## config.mk

```make
export PLATFORM = sky130hd
export DESIGN_NAME = boolfn_pipe
export DESIGN_NICKNAME = d
export VERILOG_FILES = /design/src/rtl/boolfn_pipe.sv
export SDC_FILE = /design/constraint.sdc
export NUM_CORES = 1
export LEC_CHECK = 0
export CAP_MARGIN = 20
export CORE_MARGIN = 1.5
export CORE_UTILIZATION = 48
export DETAILED_ROUTE_END_ITERATION = 6
export GPL_ROUTABILITY_DRIVEN = 0
export PLACE_DENSITY = 0.74
export SLEW_MARGIN = 20
export SYNTH_ARGS = -nofsm -noshare
export SYNTH_HDL_FRONTEND = slang
export SYNTH_SLANG_ARGS = --single-unit
```

## constraint.sdc

```tcl
create_clock -name clk -period 2.79 [get_ports clk]
set_input_delay 0.6975 -clock clk [delete_from_list [all_inputs] [get_ports clk]]
set_output_delay 0.6975 -clock clk [all_outputs]
set_load 0.01 [all_outputs]
```

## src/rtl/boolfn_pipe.sv

```systemverilog
// Two-stage pipelined 2-input boolean function unit with BITWISE, REDUCE and
// ACCUM (XOR-accumulate burst) modes, valid/ready handshakes and a sticky error flag.
module boolfn_pipe #(
    parameter int WIDTH = 8
) (
    input  logic             clk,
    input  logic             rst_n,
    input  logic             in_valid,
    output logic             in_ready,
    input  logic [WIDTH-1:0] a,
    input  logic [WIDTH-1:0] b,
    input  logic [3:0]       tt,
    input  logic [1:0]       mode,
    input  logic             in_last,
    output logic             out_valid,
    input  logic             out_ready,
    output logic [WIDTH-1:0] y,
    output logic             y_par,
    output logic             err
);

    typedef enum logic [1:0] {
        MODE_BITWISE = 2'd0,
        MODE_REDUCE  = 2'd1,
        MODE_ACCUM   = 2'd2,
        MODE_RSVD    = 2'd3
    } mode_t;

    logic             s1_valid;
    logic [WIDTH-1:0] s1_a;
    logic [WIDTH-1:0] s1_b;
    logic [3:0]       s1_tt;
    mode_t            s1_mode;
    logic             s1_last;

    logic             s2_valid;
    logic [WIDTH-1:0] y_reg;
    logic             y_par_reg;

    logic [WIDTH-1:0] acc_reg;
    logic             open_reg;
    logic             err_reg;

    logic             advance;
    logic [WIDTH-1:0] f;
    logic [WIDTH+1:0] red_wide;
    logic [WIDTH-1:0] y_next;
    logic             emit;
    logic [WIDTH-1:0] acc_next;
    logic             open_next;
    logic             err_set;

    assign advance  = !s2_valid || out_ready;
    assign in_ready = !s1_valid || advance;

    assign out_valid = s2_valid;
    assign y         = y_reg;
    assign y_par     = y_par_reg;
    assign err       = err_reg;

    // Each result bit looks up the truth table with {a,b} as the index.
    generate
        for (genvar gi = 0; gi < WIDTH; gi++) begin : g_fn
            assign f[gi] = s1_tt[{s1_a[gi], s1_b[gi]}];
        end
    endgenerate

    // Padded by two bits so the reduce layout stays legal even at WIDTH=2.
    always_comb begin
        red_wide    = '0;
        red_wide[0] = |f;
        red_wide[1] = &f;
        red_wide[2] = ^f;
    end

    always_comb begin
        y_next    = f;
        emit      = 1'b0;
        acc_next  = acc_reg;
        open_next = open_reg;
        err_set   = 1'b0;
        case (s1_mode)
            MODE_ACCUM: begin
                if (s1_last) begin
                    y_next    = acc_reg ^ f;
                    emit      = 1'b1;
                    acc_next  = '0;
                    open_next = 1'b0;
                end else begin
                    acc_next  = acc_reg ^ f;
                    open_next = 1'b1;
                end
            end
            default: begin
                emit = 1'b1;
                // A non-ACCUM beat interrupting an open burst abandons it.
                if (open_reg) begin
                    err_set   = 1'b1;
                    acc_next  = '0;
                    open_next = 1'b0;
                end
                if (s1_mode == MODE_RSVD) begin
                    err_set = 1'b1;
                end
                if (s1_mode == MODE_REDUCE) begin
                    y_next = red_wide[WIDTH-1:0];
                end
            end
        endcase
    end

    always_ff @(posedge clk or negedge rst_n) begin
        if (!rst_n) begin
            s1_valid <= 1'b0;
            s1_a     <= '0;
            s1_b     <= '0;
            s1_tt    <= '0;
            s1_mode  <= MODE_BITWISE;
            s1_last  <= 1'b0;
        end else if (in_valid && in_ready) begin
            s1_valid <= 1'b1;
            s1_a     <= a;
            s1_b     <= b;
            s1_tt    <= tt;
            s1_mode  <= mode_t'(mode);
            s1_last  <= in_last;
        end else if (advance) begin
            s1_valid <= 1'b0;
        end
    end

    always_ff @(posedge clk or negedge rst_n) begin
        if (!rst_n) begin
            s2_valid  <= 1'b0;
            y_reg     <= '0;
            y_par_reg <= 1'b0;
            acc_reg   <= '0;
            open_reg  <= 1'b0;
            err_reg   <= 1'b0;
        end else if (advance) begin
            s2_valid <= s1_valid && emit;
            if (s1_valid && emit) begin
                y_reg     <= y_next;
                y_par_reg <= ^y_next;
            end
            if (s1_valid) begin
                acc_reg  <= acc_next;
                open_reg <= open_next;
                err_reg  <= err_reg | err_set;
            end
        end
    end

endmodule

```

==> flow_summary.ini <==
[synthesis]
synth_ff_type = dfrtp_1
synth_top_area_frac = 0.4465
synthArstFlopShare = 1.000
syn_area_mm2 = 0.002466
synth_cell_types = 42
synth_enable_flop_cells = 0
yosys_register_bits = 44
synth-seq-area-share = 0.4465
syn_area_per_cell_um2 = 11.52
syn_nets = 249
synthTopCellsByArea = dfrtp_1 45%, mux2_2 12%, mux4_2 6.4%
yosys.area.top_type = dfrtp_1
yosys_warnings = 0
synth_cells = 214

[worst_setup_path]
crit_path_end_kind = register
worstPathArrival_ns = 2.93
startpoint_type = register
reg2reg_setup_slack_ns = 0.1
reg2reg_to = y_par
cp_max_fo = 8
startpoint = s1_tt[1]
endpoint = y_par
reg2regPathDepth = 11
crit_type = reg2reg
reg2reg_from = s1_tt[1]
required_ns = 3.03

[pwr]
leakagePower_nw = 1.367
power_density_mw_per_mm2 = 863.5
ir_worst_vdd_mv = 0.3821

[placement]
portBuffers = 38
hpwl_um = 3350
post_dp_cell_area_mm2 = 0.002957

[cells_and_area]
syn_to_final_growth_pct = 29.48
drive_above_1_share = 0.2778
mostFrequentLayoutCells = 40 x dfrtp_1, 37 x clkdlybuf4s50_1, 26 x mux2_2
nNetsFinal = 304
final_area_mm2 = 0.003193
final_common_cell = dfrtp_1
n_antenna_cell = 0

[drt]
drt_iter0_markers = 104
drt_pre_antenna_iters = 4
wl_um = 4751
detail-route-antenna-nets = 0
via_per_inst = 5.362
wl_per_cell_um = 14.10
drcViolationCount = 0
vias = 1807

[global_routing]
antenna_found_initial = 0
grt_max_degree = 27
grt_pass1_vias = 1618
overflow = 0
use_met3 = 0.04418
grt_usage = 0.1872
use_met1 = 0.2627
grt_busiest_layer = met2
grt_pass1_wl_um = 7790
grtUsageMet2 = 0.2897

[sta]
max_freq_mhz = 371.3
final.period_utilization = 0.9652
fin_skew_ns = 0.009961
hold_violations = 0
tns_ns = 0
worstMarginPinSlew_ns = 0.6099
final_max_slew_viol_count = 0
period_needed_ns = 2.693
hold_slack_ns = 0.3103
relSlewSlack = 0.5934
setup_violations = 0

[worst_hold_path]
min_path_type = in2async

[floorplanning]
die_w_um = 74.68
row_count = 25
coreArea_mm2 = 0.004848
initial_core_util = 0.5086
die-area_mm2 = 0.005577
die_h_um = 74.68
ios = 39

[clock_tree]
clk_pin_slew_ns = 0.08
max-clock-path-buffers = 2
worstSkewPairLatency_ns = 0.31
cts_tree = done
cts_made_buffers = 5
htreeDepth = 2
postCtsHoldBufs = 0
clock_sinks = 44
clockRootBuffer = clkbuf_8

[status]
status = finished clean

[job]
cap_violations = 0
[layer usage]
layer  routed length [um]  up-vias
li1                     -      882
met3                  195        5
met1                 2179      867
met2                 2313       53
met4                   63        0
met5                    0        -
[cells in the mapped netlist, drive strengths merged, types with 4 or more instances]
library cell / instances
dfrtp: 44
nand2: 13
ha: 8
inv: 9
nand2b: 8
o21ai: 17
clkbuf: 4
xnor2: 6
o31ai: 8
buf: 6
xor2: 9
mux2: 26
nand3b: 5
mux4: 8
nor2: 11
a22oi: 6
[logic make-up (layout without fill, tap and decap cells)]
family,count (synthesis),count (layout),synth area share
AOI/OAI and AO/OA,42,42,0.1106
xor gates and xnor gates,16,16,0.06241
and+or+nand+nor,48,48,0.09996
buffers and inverters,19,75,0.03450
DFF,44,44,0.4465
adders and majority gates,8,8,0.04059
muxes,37,37,0.2055
[critical path, stage by stage (launching register included)]
cell and delay, ns:
dfrtp_2 0.45, buf_4 0.15, mux4_2 0.47, inv_1 0.11
ha_1 0.26, xnor2_2 0.15, xnor2_1 0.18, mux2i_1 0.11
o21ai_2 0.19, xor2_1 0.19, xnor3_1 0.23, o21ai_1 0.13
[repair_timing]
action / CTS / global route
resized for setup: 2 / 24
setup buffers: 0 / 10
pin swaps: 0 / 7
setup endpoints to repair: 1 / 1
[layout make-up]
type	count	area, um^2
Fill cell	391	1655
Multi-Input combinational cell	151	1297
Sequential cell	44	1106
Timing Repair Buffer	58	564.3
Tap cell	67	83.83
Clock buffer	6	72.57
Clock inverter	2	35.03
Inverter	9	33.78
[worst min path at each step]
stage	to	slack, ns	cells after the start
after global routing	y[2]	0.36	1
after detailed placement	err	0.46	1
after CTS	y[3]	0.33	1
final	y[3]	0.31	1
after floorplan	acc_reg[0]	0.40	0
after global placement	y[7]	0.46	2
[report_power, final]
| group | internal, W | switching (W) | total [W] |
|---|---|---|---|
| logic | 0.000756 | 0.000562 | 0.00132 |
| registers | 0.000811 | 0.000144 | 0.000955 |
| clock network | 0.000266 | 0.000220 | 0.000485 |
| total | 0.00183 | 0.000925 | 0.00276 |
[through the flow]
stage	util	worst slack, ns	total power [W]	cells
5_1_grt	0.6586	-0.06162	0.002951	337
3_3_place_gp	0.6098	0.08470	0.002101	320
4_1_cts	0.6335	0.007220	0.002645	328
3_5_place_dp	0.6098	-0.009321	0.002134	320
6_report	0.6586	0.09709	0.002757	337
2_1_floorplan	-	0.1607	0.001753	214
No activity file was read; power rests on OpenSTA's default activity.
